### src/rtl/alu_pkg.sv
// Shared types for the iterative ALU: operation codes and top-level FSM states.
package alu_pkg;

  typedef enum logic [2:0] {
    OP_ADD   = 3'b000,
    OP_SUB   = 3'b001,
    OP_NOR   = 3'b010,
    OP_SLT   = 3'b011,
    OP_SLTU  = 3'b100,
    OP_MULLO = 3'b101,
    OP_MULHI = 3'b110,
    OP_RSVD  = 3'b111
  } alu_op_t;

  typedef enum logic [1:0] {
    IDLE,
    MUL,
    HOLD
  } alu_state_t;

endpackage

### src/rtl/alu_mul_iter.sv
// Iterative unsigned shift-add multiplier, one partial product per clock.
// Ports:
//   clk, reset (async, active-high)
//   start      : load a/b and begin WIDTH iterations
//   a, b       : multiplicand / multiplier, sampled on start
//   busy       : iterations in progress
//   done       : one-cycle pulse, prod holds the final product
//   prod       : 2*WIDTH product accumulator
module alu_mul_iter #(
  parameter int WIDTH = 32,
  parameter int CNT_W = $clog2(WIDTH + 1)
) (
  input  logic                 clk,
  input  logic                 reset,
  input  logic                 start,
  input  logic [WIDTH-1:0]     a,
  input  logic [WIDTH-1:0]     b,
  output logic                 busy,
  output logic                 done,
  output logic [2*WIDTH-1:0]   prod
);

  logic [WIDTH-1:0] mcand;
  logic [WIDTH-1:0] mplier;
  logic [CNT_W-1:0] cnt;
  logic [WIDTH:0]   upper;

  // Upper half plus optional multiplicand; bit WIDTH is the carry that
  // shifts back into the accumulator MSB.
  always_comb begin
    upper = {1'b0, prod[2*WIDTH-1:WIDTH]};
    if (mplier[0]) upper = upper + {1'b0, mcand};
  end

  always_ff @(posedge clk or posedge reset) begin
    if (reset) begin
      mcand  <= '0;
      mplier <= '0;
      prod   <= '0;
      cnt    <= '0;
      busy   <= 1'b0;
      done   <= 1'b0;
    end else begin
      done <= 1'b0;
      if (start) begin
        mcand  <= a;
        mplier <= b;
        prod   <= '0;
        cnt    <= CNT_W'(WIDTH);
        busy   <= 1'b1;
      end else if (busy) begin
        prod   <= {upper, prod[WIDTH-1:1]};
        mplier <= mplier >> 1;
        cnt    <= cnt - 1'b1;
        if (cnt == CNT_W'(1)) begin
          busy <= 1'b0;
          done <= 1'b1;
        end
      end
    end
  end

endmodule

### src/rtl/alu_iter.sv
// Handshaked ALU: single-cycle add/sub/nor/slt/sltu, iterative multiply.
// Ports:
//   clk, reset (async, active-high)
//   in_valid/in_ready   : request handshake, op/A/B sampled on accept
//   op, A, B            : operation code and operands
//   out_valid/out_ready : result handshake
//   out, Cout, overflow, Z, neg : registered result and flags
//   busy                : multiply iterations in progress
module alu_iter
  import alu_pkg::*;
#(
  parameter int WIDTH = 32,
  parameter int CNT_W = $clog2(WIDTH + 1)
) (
  input  logic             clk,
  input  logic             reset,
  input  logic             in_valid,
  output logic             in_ready,
  input  logic [2:0]       op,
  input  logic [WIDTH-1:0] A,
  input  logic [WIDTH-1:0] B,
  output logic             out_valid,
  input  logic             out_ready,
  output logic [WIDTH-1:0] out,
  output logic             Cout,
  output logic             overflow,
  output logic             Z,
  output logic             neg,
  output logic             busy
);

  alu_state_t state;
  alu_op_t    opc;
  logic       accept;
  logic       is_mul;
  logic       mul_hi;
  logic       mul_done;
  logic [2*WIDTH-1:0] prod;

  logic [WIDTH-1:0] bx;
  logic [WIDTH-1:0] s;
  logic [WIDTH:0]   c;
  logic             add_ovf;
  logic [WIDTH-1:0] res;
  logic             res_c;
  logic             res_v;
  logic [WIDTH-1:0] fin_res;
  logic             fin_c;
  logic             fin_v;

  assign opc      = alu_op_t'(op);
  assign is_mul   = (opc == OP_MULLO) || (opc == OP_MULHI);
  assign in_ready = (state == IDLE) || ((state == HOLD) && out_ready);
  assign accept   = in_valid && in_ready;

  alu_mul_iter #(
    .WIDTH(WIDTH),
    .CNT_W(CNT_W)
  ) u_mul (
    .clk  (clk),
    .reset(reset),
    .start(accept && is_mul),
    .a    (A),
    .b    (B),
    .busy (busy),
    .done (mul_done),
    .prod (prod)
  );

  // Ripple adder built from per-bit full-adder cells; everything except ADD
  // runs as A + ~B + 1 so SLT/SLTU can reuse the subtract carries.
  always_comb begin
    bx   = (opc == OP_ADD) ? B : ~B;
    s    = '0;
    c    = '0;
    c[0] = (opc != OP_ADD);
    for (int unsigned i = 0; i < WIDTH; i++) begin
      s[i]   = A[i] ^ bx[i] ^ c[i];
      c[i+1] = (A[i] & bx[i]) | (c[i] & (A[i] ^ bx[i]));
    end
    add_ovf = c[WIDTH] ^ c[WIDTH-1];
  end

  always_comb begin
    res   = '0;
    res_c = 1'b0;
    res_v = 1'b0;
    case (opc)
      OP_ADD, OP_SUB: begin
        res   = s;
        res_c = c[WIDTH];
        res_v = add_ovf;
      end
      OP_NOR:  res    = ~(A | B);
      OP_SLT:  res[0] = s[WIDTH-1] ^ add_ovf;
      OP_SLTU: res[0] = ~c[WIDTH];
      default: res    = '0;
    endcase
  end

  // One load path for both result sources: the multiplier while in MUL,
  // the single-cycle datapath otherwise.
  always_comb begin
    fin_res = res;
    fin_c   = res_c;
    fin_v   = res_v;
    if (state == MUL) begin
      fin_res = mul_hi ? prod[2*WIDTH-1:WIDTH] : prod[WIDTH-1:0];
      fin_c   = 1'b0;
      fin_v   = !mul_hi && (|prod[2*WIDTH-1:WIDTH]);
    end
  end

  always_ff @(posedge clk or posedge reset) begin
    if (reset) begin
      state     <= IDLE;
      out_valid <= 1'b0;
      out       <= '0;
      Cout      <= 1'b0;
      overflow  <= 1'b0;
      Z         <= 1'b0;
      neg       <= 1'b0;
      mul_hi    <= 1'b0;
    end else begin
      case (state)
        MUL: begin
          if (mul_done) begin
            state     <= HOLD;
            out_valid <= 1'b1;
            out       <= fin_res;
            Cout      <= fin_c;
            overflow  <= fin_v;
            Z         <= (fin_res == '0);
            neg       <= fin_res[WIDTH-1];
          end
        end
        default: begin
          // Retire first; a same-edge accept below overrides these.
          if ((state == HOLD) && out_ready) begin
            state     <= IDLE;
            out_valid <= 1'b0;
          end
          if (accept) begin
            if (is_mul) begin
              state     <= MUL;
              out_valid <= 1'b0;
              mul_hi    <= (opc == OP_MULHI);
            end else begin
              state     <= HOLD;
              out_valid <= 1'b1;
              out       <= fin_res;
              Cout      <= fin_c;
              overflow  <= fin_v;
              Z         <= (fin_res == '0);
              neg       <= fin_res[WIDTH-1];
            end
          end
        end
      endcase
    end
  end

endmodule

### config.mk
export PLATFORM = sky130hd
export DESIGN_NAME = alu_iter
export DESIGN_NICKNAME = d
export VERILOG_FILES = /design/src/rtl/alu_pkg.sv /design/src/rtl/alu_mul_iter.sv /design/src/rtl/alu_iter.sv
export SDC_FILE = /design/constraint.sdc
export NUM_CORES = 1
export LEC_CHECK = 0
export ABC_AREA = 1
export CAP_MARGIN = 20
export CORE_ASPECT_RATIO = 0.8
export CORE_MARGIN = 2
export CORE_UTILIZATION = 60
export CTS_BUF_LIST = sky130_fd_sc_hd__clkbuf_8
export DETAILED_ROUTE_END_ITERATION = 8
export GPL_ROUTABILITY_DRIVEN = 0
export PLACE_DENSITY = 0.83
export SYNTH_ARGS = -nofsm -noshare
export SYNTH_HDL_FRONTEND = slang
export SYNTH_SLANG_ARGS = --single-unit
### constraint.sdc
create_clock -name clk -period 12.3 [get_ports clk]
set_input_delay 3.69 -clock clk [delete_from_list [all_inputs] [get_ports clk]]
set_output_delay 3.69 -clock clk [all_outputs]
set_load 0.1 [all_outputs]
==> results.json, run 1 <==
{
  "reg2reg_depth": 10,
  "clk_pin_slew_ns": 0.10,
  "root_buffer": "clkbuf_8",
  "synthCells": 1690,
  "grtUsageTotal_pct": 33.5,
  "p_int_mw": 1.70,
  "ys.flop_type": "dfrtp_1",
  "r2r_start": "out_valid$_DFFE_PP0P_",
  "fmaxAchievable_mhz": 64.5,
  "die_height_um": 130,
  "power_frac_comb_pct": 63.5,
  "reg2reg_to": "u_mul.mplier[22]$_DFFE_PP0P_",
  "synth_nets": 1829,
  "row_count": 46,
  "slowest_stage": "fa_1",
  "die_area_mm2": 0.0209,
  "syn-cell-area_mm2": 0.0119,
  "finalWorstSetupSlack_ns": -3.20,
  "hold_depth": 2,
  "async_flop_share_pct": 100,
  "ir_drop_uv": 145,
  "fp.dieW_um": 161,
  "grt_pass1_wl_mm": 54.9,
  "initial_core_util_pct": 60.5,
  "p_total_mw": 3.73,
  "hold_class": "reg -> reg",
  "io_buffers": 109,
  "hold_violations": 0,
  "drt_iter0_drc": 1441,
  "pwr_density_cell_mw_per_mm2": 269,
  "wl_per_cell_um": 16.8,
  "ys_types": 32,
  "core_mm2": 0.0196,
  "crit_fanout": 3,
  "period_share_pct": 126,
  "leakage_nw": 7.19,
  "synth_most_common_cell": "nand2_1",
  "htreeDepth": 4,
  "fin_hold_ws_ns": 0.491,
  "whs_endpoint": "Z$_DFFE_PP0P_",
  "fin_area_mm2": 0.0139,
  "overflow": 0,
  "grt_pass1_vias": 10900,
  "cts_num_sinks": 174,
  "startpoint_type": "input pin",
  "violations": "setup timing",
  "cp.required_ns": 12.67,
  "yosys_warnings": 0,
  "setup_viol": 13,
  "cts_tree": "done",
  "status": "complete, but fails checks",
  "p_sw_mw": 2.03,
  "critical_path.most_common_cell": "fa_2",
  "cts.path.max_buffers": 2,
  "cts_hold_buf": 0,
  "routed_wl_mm": 34.7,
  "nets": 1931,
  "synth_top_area_share_pct": 36.7,
  "seq_area_frac_synth_pct": 36.7,
  "drv_slew": 0,
  "sequentialPowerShare_pct": 25.8,
  "antenna_found_initial": 0,
  "synth_area_leaders": "dfrtp_1 37%, nand2_1 17%, inv_1 8.8%",
  "syn-mean-instance-area_um2": 7.03,
  "dpl_cell_area_mm2": 0.0134,
  "cts_buffers": 17,
  "ys_seq_elements": 174,
  "synth_enable_flop_cells": 0,
  "dpl.hpwl_mm": 25.5,
  "p_clk_share_pct": 10.7,
  "max_cap_viol_count": 0,
  "slew_headroom_pct": 33.0,
  "clk_latency_ns": 0.48,
  "worstMarginPinSlew_ns": 1.01,
  "final_antenna_net_count": 0,
  "drc": 0,
  "synth_top_area_cell": "dfrtp_1",
  "cp-end-kind": "flip-flop",
  "io_pins": 110,
  "ys_top_cells_by_count": "528 x nand2_1, 278 x inv_1, 174 x dfrtp_1",
  "fin_skew_ns": 0.0114,
  "first_pass_iters": 5,
  "area_growth_pct": 16.6,
  "routed_via_density": 5.64,
  "fillCellCount": 1602,
  "vias": 11700,
  "critPathKind": "in -> reg",
  "drive_gt1_share_pct": 8.25,
  "reg2reg_slack_ns": 8.86,
  "diodes": 0,
  "min_period_ns": 15.50,
  "grt_start_max_net_pins": 99,
  "p_sw_share_pct": 54.5,
  "slowest_delay_ns": 0.41,
  "rsz0062_at_grt": "true",
  "hp-start": "Z$_DFFE_PP0P_",
  "cp.arrival_ns": 15.88
}
-- routing by layer --
metal / GRT usage, % / share of wire (%) / vias to the layer above
met5: 0 / 0 / -
met4: 14.2 / 4.0 / 0
met3: 6.36 / 9.4 / 96
met2: 52.4 / 44 / 606
met1: 46.6 / 42 / 5451
li1: - / - / 5514
-- cell type report --
type / instances / area [µm²] / share of cell area (%)
Inverter: 285 / 1070 / 7.76
Timing Repair Buffer: 150 / 1400 / 10.1
Clock inverter: 14 / 135 / 0.975
Clock buffer: 18 / 248 / 1.79
Tap cell: 264 / 330 / 2.38
Sequential cell: 174 / 4350 / 31.4
Multi-Input combinational cell: 1164 / 6310 / 45.5
-- power by group through the flow --
stage               Sequential [mW]  Combinational, mW  Clock, mW
floorplan                      1.21               1.46          0
global placement              0.959               2.24          0
detailed placement            0.965               2.30          0
CTS                           0.957               2.32      0.399
global route                  0.987               2.61      0.423
finish                        0.963               2.37      0.398
-- worst max path at each step --
| stage | startpoint | to | slack [ns] |
|---|---|---|---|
| 6_report | op[1] | Z$_DFFE_PP0P_ | -3.20 |
| 5_1_grt | op[1] | Z$_DFFE_PP0P_ | -3.35 |
| 4_1_cts | op[1] | Z$_DFFE_PP0P_ | -3.09 |
| 3_5_place_dp | op[1] | Z$_DFFE_PP0P_ | -3.94 |
| 3_3_place_gp | op[1] | Z$_DFFE_PP0P_ | -3.84 |
| 2_1_floorplan | op[1] | Z$_DFFE_PP0P_ | -3.26 |
-- cells by family (layout without fill, tap and decap cells) --
group,count (synthesis),in the layout,share of synthesized area [%]
compound gates,249,249,12.0
xor+xnor,45,45,3.32
fa+ha+maj,68,68,9.25
buf+inv,352,467,11.6
flops,174,174,36.7
simple gates,802,802,27.1
-- critical path: cells and delay by family --
kind	cells	cell delay [ns]
adder cells (fa/ha/maj)	31	10.96
AND/OR/NAND/NOR	9	0.80
buffers and inverters	4	0.27
XOR/XNOR	1	0.15
-- sequential cells by signal, summed over array words and instances (netlist names) --
signal and count:
u_mul.mplier 32, u_mul.mcand 32, u_mul.done 1, Cout 1, Z 1, u_mul.busy 1, u_mul.cnt 6, out 32
mul_hi 1, out_valid 1, overflow 1, u_mul.prod 64, state 1
-- metrics by stage --
step	setup slack [ns]	TNS, ns	utilization (%)	cells
floorplan	-3.26	-26.88	-	1690
global placement	-3.84	-36.44	68.2	2033
detailed placement	-3.94	-37.78	68.2	2033
CTS	-3.09	-25.63	70.4	2069
global route	-3.35	-28.70	70.6	2069
finish	-3.20	-26.88	70.6	2069
-- cell usage in the layout, fill, tap and decap left out, types with 43 or more instances in the layout --
cell,n
clkdlybuf4s50_1,102
inv_1,272
xor2_1,43
o21ai_0,65
a21oi_1,61
nand3_1,109
dfrtp_1,174
nand2_1,517
nor2_1,126
-- repair_timing --
item                                    4_1_cts  5_1_grt
buffers inserted                              6        1
pin swaps                                    17        4
gates resized for setup                      35       14
endpoints found under the setup margin       14       14
Power figures use the tool's default switching activity.
==> inputs of run 2 (changes only) <==
--- a/config.mk
+++ b/config.mk
@@ -14,6 +14,7 @@
 export DETAILED_ROUTE_END_ITERATION = 8
 export GPL_ROUTABILITY_DRIVEN = 0
 export PLACE_DENSITY = 0.83
+export SKIP_LAST_GASP = 1
 export SYNTH_ARGS = -nofsm -noshare
 export SYNTH_HDL_FRONTEND = slang
 export SYNTH_SLANG_ARGS = --single-unit
==> run 2 against run 1 <==
  * The run still ends with setup timing left
  * Via count about the same
  * Count of clock-buffer cells in the layout unchanged
  * Wire length down 0.14%
  * Die area unchanged
  * Combinational power about the same
  * Sequential share of layout area about the same
  * Register-to-register slack better by 0.02 ns
  * First-iteration DRC count about the same
  * Flip-flop and latch count unchanged
  * Worst hold slack worse by 0.0032 ns
  * Critical endpoint unchanged
==> results.json, run 2 (synthesized netlist as in run 1, its figures left out) <==
{
  "sequentialPowerShare_pct": 25.8,
  "drv_slew": 0,
  "fin_skew_ns": 0.0115,
  "wl_met2_mm": 15.4,
  "htreeDepth": 4,
  "rsz0062_at_grt": "true",
  "overflow": 0,
  "nets": 1931,
  "ir_drop_uv": 145,
  "fillCellCount": 1602,
  "routed_via_density": 5.63,
  "drt_iter0_drc": 1440,
  "cts_hold_buf": 0,
  "cts_tree": "done",
  "routed_wl_mm": 34.6,
  "io_buffers": 109,
  "cts_buffers": 17,
  "cp-end-kind": "flip-flop",
  "pre_cts_ws_ns": -3.94,
  "power_frac_comb_pct": 63.5,
  "leakage_nw": 7.19,
  "crit_fanout": 3,
  "status": "complete, but fails checks",
  "startpoint_type": "input pin",
  "slew_headroom_pct": 32.8,
  "clk_latency_ns": 0.47,
  "core_mm2": 0.0196,
  "diodes": 0,
  "fp.dieW_um": 161,
  "top_layer": "met4",
  "grt_pass1_vias": 10900,
  "p_clk_share_pct": 10.7,
  "final_cell_mix": "517 x nand2_1, 272 x inv_1, 174 x dfrtp_1",
  "worstMarginPinSlew_ns": 1.01,
  "p_total_mw": 3.73,
  "cts.path.max_buffers": 2,
  "dpl.hpwl_mm": 25.5,
  "pwr_density_cell_mw_per_mm2": 269,
  "critPathKind": "in -> reg",
  "dr_wl_met3_mm": 3.27,
  "largest_reg_flops": 64,
  "critPathLaunch": "op[1]",
  "first_pass_iters": 6,
  "stdcell_count": 2069,
  "vias": 11700,
  "cp_num_cells": 45,
  "row_count": 46,
  "hold_class": "reg -> reg",
  "top_register": "u_mul.prod",
  "finalWorstSetupSlack_ns": -3.20,
  "wl_met1_mm": 14.5,
  "clk_pin_slew_ns": 0.10,
  "layout_commonest_cell": "nand2_1",
  "reg2reg_slack_ns": 8.88,
  "die_height_um": 130,
  "p_int_mw": 1.70,
  "slowest_delay_ns": 0.41,
  "reg2reg_to": "u_mul.mplier[22]$_DFFE_PP0P_",
  "antenna_found_initial": 0,
  "violations": "setup timing",
  "area_growth_pct": 16.6,
  "grtUsageTotal_pct": 33.5,
  "slowest_stage": "fa_1",
  "period_share_pct": 126,
  "die_area_mm2": 0.0209,
  "cts_num_sinks": 174,
  "final_antenna_net_count": 0,
  "cp.required_ns": 12.68,
  "setup_viol": 13,
  "path_delay_family": "adder cells",
  "io_pins": 110,
  "reg2reg_depth": 10,
  "initial_core_util_pct": 60.5,
  "root_buffer": "clkbuf_8",
  "place_inst": 2033,
  "critical_path.most_common_cell": "fa_2",
  "grt_start_max_net_pins": 99,
  "crit_buf_inv": 4,
  "grt_pass1_wl_mm": 54.9,
  "cp.arrival_ns": 15.87,
  "max_cap_viol_count": 0,
  "drive_gt1_share_pct": 8.25,
  "wl_per_cell_um": 16.7,
  "critPathCapture": "Z$_DFFE_PP0P_",
  "fmaxAchievable_mhz": 64.5,
  "p_sw_share_pct": 54.5,
  "r2r_start": "out_valid$_DFFE_PP0P_",
  "drc": 0,
  "min_period_ns": 15.50,
  "hold_violations": 0,
  "p_sw_mw": 2.03
}
[run 2: cell counts in the layout (fill, tap and decap cells not counted)]
No cell type changed its count.
[run 2: layout make-up]
| class | instances | area (µm²) | area share, % |
|---|---|---|---|
| Clock buffer | 18 | 248 | 1.79 |
| Clock inverter | 14 | 135 | 0.976 |
| Inverter | 285 | 1070 | 7.76 |
| Multi-Input combinational cell | 1164 | 6310 | 45.5 |
| Sequential cell | 174 | 4350 | 31.4 |
| Tap cell | 264 | 330 | 2.39 |
| Timing Repair Buffer | 150 | 1400 | 10.1 |
[run 2: power groups by stage]
stage	registers (mW)	clock network (mW)	logic, mW
2_1_floorplan	1.21	0	1.46
3_3_place_gp	0.959	0	2.24
3_5_place_dp	0.965	0	2.30
4_1_cts	0.957	0.399	2.32
5_1_grt	0.987	0.423	2.61
6_report	0.963	0.398	2.37
[run 2: worst min path at each step]
stage                                     start                     endpoint  cells after the start
finish                            Z$_DFFE_PP0P_                Z$_DFFE_PP0P_                      2
floorplan           u_mul.mcand[27]$_DFFE_PP0P_  u_mul.mcand[27]$_DFFE_PP0P_                      2
global placement                  Z$_DFFE_PP0P_                Z$_DFFE_PP0P_                      2
detailed placement                Z$_DFFE_PP0P_                Z$_DFFE_PP0P_                      2
CTS                 u_mul.mplier[3]$_DFFE_PP0P_  u_mul.mplier[2]$_DFFE_PP0P_                      2
global route                      Z$_DFFE_PP0P_                Z$_DFFE_PP0P_                      2
[run 2: worst register-to-register path, stage by stage (launching register included)]
cell and delay (ns):
dfrtp_1 0.44, a21oi_1 0.20, and2_1 0.21, nand2_2 0.05, buf_4 0.36, nand2_2 0.20
buf_4 0.56, inv_1 0.64, buf_4 0.40, nand2_1 0.10, o211ai_1 0.09
[run 2: metal layers]
layer / GRT usage, % / vias to the layer above
met5: 0 / -
met3: 6.36 / 106
met4: 14.2 / 0
li1: - / 5510
met2: 52.4 / 598
met1: 46.6 / 5443
[run 2: per-stage QoR]
step	cell area [µm²]	setup TNS, ns	utilization (%)	hold WS, ns
finish	13800	-26.83	70.6	0.488
global route	13800	-28.71	70.6	0.506
CTS	13800	-25.63	70.4	0.490
detailed placement	13400	-37.78	68.2	0.470
floorplan	12000	-26.88	-	0.453
global placement	13400	-36.44	68.2	0.468
[run 2: repair_timing]
item                       CTS  global route
buffers inserted             6             1
hold endpoints to repair     0             0
setup endpoints to repair   14            14
resized for setup           35            13
gates cloned                 0             0
pin swaps                   17             3
==> RTL edit, RTL diff (flow settings as in run 2) <==
The 3 states of `alu_state_t` get a one-hot encoding in 3 bits.
--- a/src/rtl/alu_pkg.sv
+++ b/src/rtl/alu_pkg.sv
@@ -14,6 +14,6 @@
 
-  typedef enum logic [1:0] {
-    IDLE,
-    MUL,
-    HOLD
+  typedef enum logic [2:0] {
+    IDLE = 3'b001,
+    MUL  = 3'b010,
+    HOLD = 3'b100
   } alu_state_t;
Formal check against the unedited RTL: no difference found for any inputs over 4 cycles, from zero or initial values and one cycle with reset high; so few cycles prove little.
==> RTL edit against run 2 <==
The flow still finishes with violations (setup timing); power increased by 3.6%; critical endpoint unchanged; critical path depth unchanged; design area increased by 1.4%; area after synthesis increased by 1.6%; global-route usage increased by 0.62 points; wire length increased by 4.2%; setup slack got worse by 0.095 ns; first-iteration DRC count increased by 2.0%; count of clock-buffer cells in the layout unchanged; die area increased by 1.6%; sequential cell count increased by 1.
==> RTL edit: results (changes against run 2) <==
status: "finished, violations left"  # unchanged
antenna_cells: 0  # unchanged
cts_max_path_buffers: 2  # unchanged
r2r_start: "state[1]"  # was out_valid
synth_ff_type: "dfrtp_1"  # unchanged
cts-root-buf: "clkbuf_8"  # unchanged
synth-async-reset-ratio_pct: 100  # unchanged
synth.area.top_cells: "dfrtp_1, nand2_1, inv_1"  # unchanged
worst_slack_ns: -3.29  # was -3.20 ns
synthMuxAreaShare_pct: 0  # unchanged
largest_reg_flops: 64  # unchanged
final-setup-viol-count: 14  # was 13
yosysWarnings: 0  # unchanged
ys_seq_area_share_pct: 36.3  # was 36.7%
cp_max_fo: 4  # was 3
track_usage_pct: 34.1  # was 33.5%
crit_slowest_cell: "fa_1"  # unchanged
min_from: "out[11]"  # was Z
grt_pass1_vias: 11100  # was 10,900
critPathLaunch: "op[0]"  # was op[1]
reg2reg_slack_ns: 8.92  # was 8.88 ns
fin_nets: 1969  # was 1,931
ys_types: 38  # was 32
holdWs_ns: 0.494  # was 0.488 ns
fin_skew_ns: 0.0182  # was 0.0115 ns
max_slew_margin_pct: 27.7  # was 32.8%
synth_compound_area_share_pct: 10.5  # was 12.0%
detail_route.first_pass.iterations: 6  # unchanged
violations: "setup timing"  # unchanged
ir_drop_mv: 0.250  # was 0.145 mV
fillCellCount: 1596  # was 1,602
cellLeakagePower_nw: 7.23  # was 7.19 nW
antenna_found_initial: 0  # unchanged
viasPerCell: 5.64  # was 5.63
h-tree-depth: 4  # unchanged
synth_fa_ha_area_share_pct: 9.10  # was 9.25%
synth-xor-area-share_pct: 3.34  # was 3.32%
layout-drive-gt1-share_pct: 8.52  # was 8.25%
wl_per_cell_um: 17.1  # was 16.7 um
grt_pass1_wl_um: 56200  # was 54,900 um
place_area_um2: 13600  # was 13,400 um^2
post-dp-hpwl_um: 26000  # was 25,500 um
crit_path_max_incr_delay_ns: 0.41  # about the same
worst_ep_arrival_time_ns: 15.95  # was 15.87 ns
clkSlewWorstSetupHoldPaths_ns: 0.10  # about the same
synthTopCellsByCount: "nand2_1, inv_1, dfrtp_1"  # unchanged
grt_max_degree: 99  # unchanged
drt_iter0_markers: 1469  # was 1,440
synth.net_count: 1849  # was 1,829
[RTL edit: cell types whose count changed after synthesis, sizes merged, moves of 13 or more]
cell / before / now
a21oi: 62 / 36
clkbuf: 26 / 13
inv: 284 / 256
nand2: 530 / 648
nand3: 111 / 82
o21ai: 106 / 85
[RTL edit: worst paths after layout]
kind	end	depth (start not counted)
setup / recovery	Z	45
hold / removal	out[11]	2
setup reg to reg	u_mul.mplier[28]	8
hold reg to reg	out[11]	2
max in group asynchronous	u_mul.mplier[0]	3
min in group asynchronous	u_mul.mplier[25]	2
[RTL edit: critical path, delay by kind of cell]
family,cells,cell delay [ns]
xor gates and xnor gates,1,0.16
buffers and inverters,4,0.28
and+or+nand+nor,9,0.85
adders and majority gates,31,10.93
[RTL edit: routing by layer]
metal	vias to the layer above	share of wire, %	wire length (um)	global-route usage, %
li1	5580	-	-	-
met1	5603	41	14700	45.4
met2	614	48	17200	57.0
met3	95	8.4	3020	5.02
met4	0	3.2	1160	13.9
met5	-	0	0	0
[RTL edit: cells by family (layout without fill, tap and decap cells)]
kind of cell,count (synthesis),after routing
AND/OR/NAND/NOR,888,888
buffers and inverters,321,454
AO/OA/AOI/OAI,212,212
flip-flops,175,175
adder cells (fa/ha/maj),68,68
XOR/XNOR,46,46
[RTL edit: repair_timing]
action	4_1_cts	5_1_grt
resized for setup	33	4
setup buffers	12	2
endpoints found under the setup margin	15	15
pin swaps	7	2
[RTL edit: metrics by stage]
stage	util, %	worst slack, ns	cells	setup TNS [ns]
2_1_floorplan	-	-3.17	1710	-26.20
3_3_place_gp	68.5	-3.88	2068	-38.26
3_5_place_dp	68.5	-4.10	2068	-40.79
4_1_cts	70.8	-3.28	2105	-28.12
5_1_grt	70.9	-3.50	2107	-31.44
6_report	70.9	-3.29	2107	-28.52
[RTL edit: area by class of cell]
class | instances | area [um^2] | share of cell area, %
multi-input cells | 1214 | 6470 | 46.0
flip-flops and latches | 175 | 4380 | 31.2
repair buffers | 166 | 1520 | 10.8
inverters | 256 | 966 | 6.88
well taps | 264 | 330 | 2.35
clock buffers | 18 | 248 | 1.76
clock inverters | 14 | 135 | 0.962
[RTL edit: power breakdown]
part	total, mW	switching, mW	internal (mW)
registers	1.04	0.205	0.835
logic	2.42	1.68	0.739
clock network	0.401	0.233	0.169
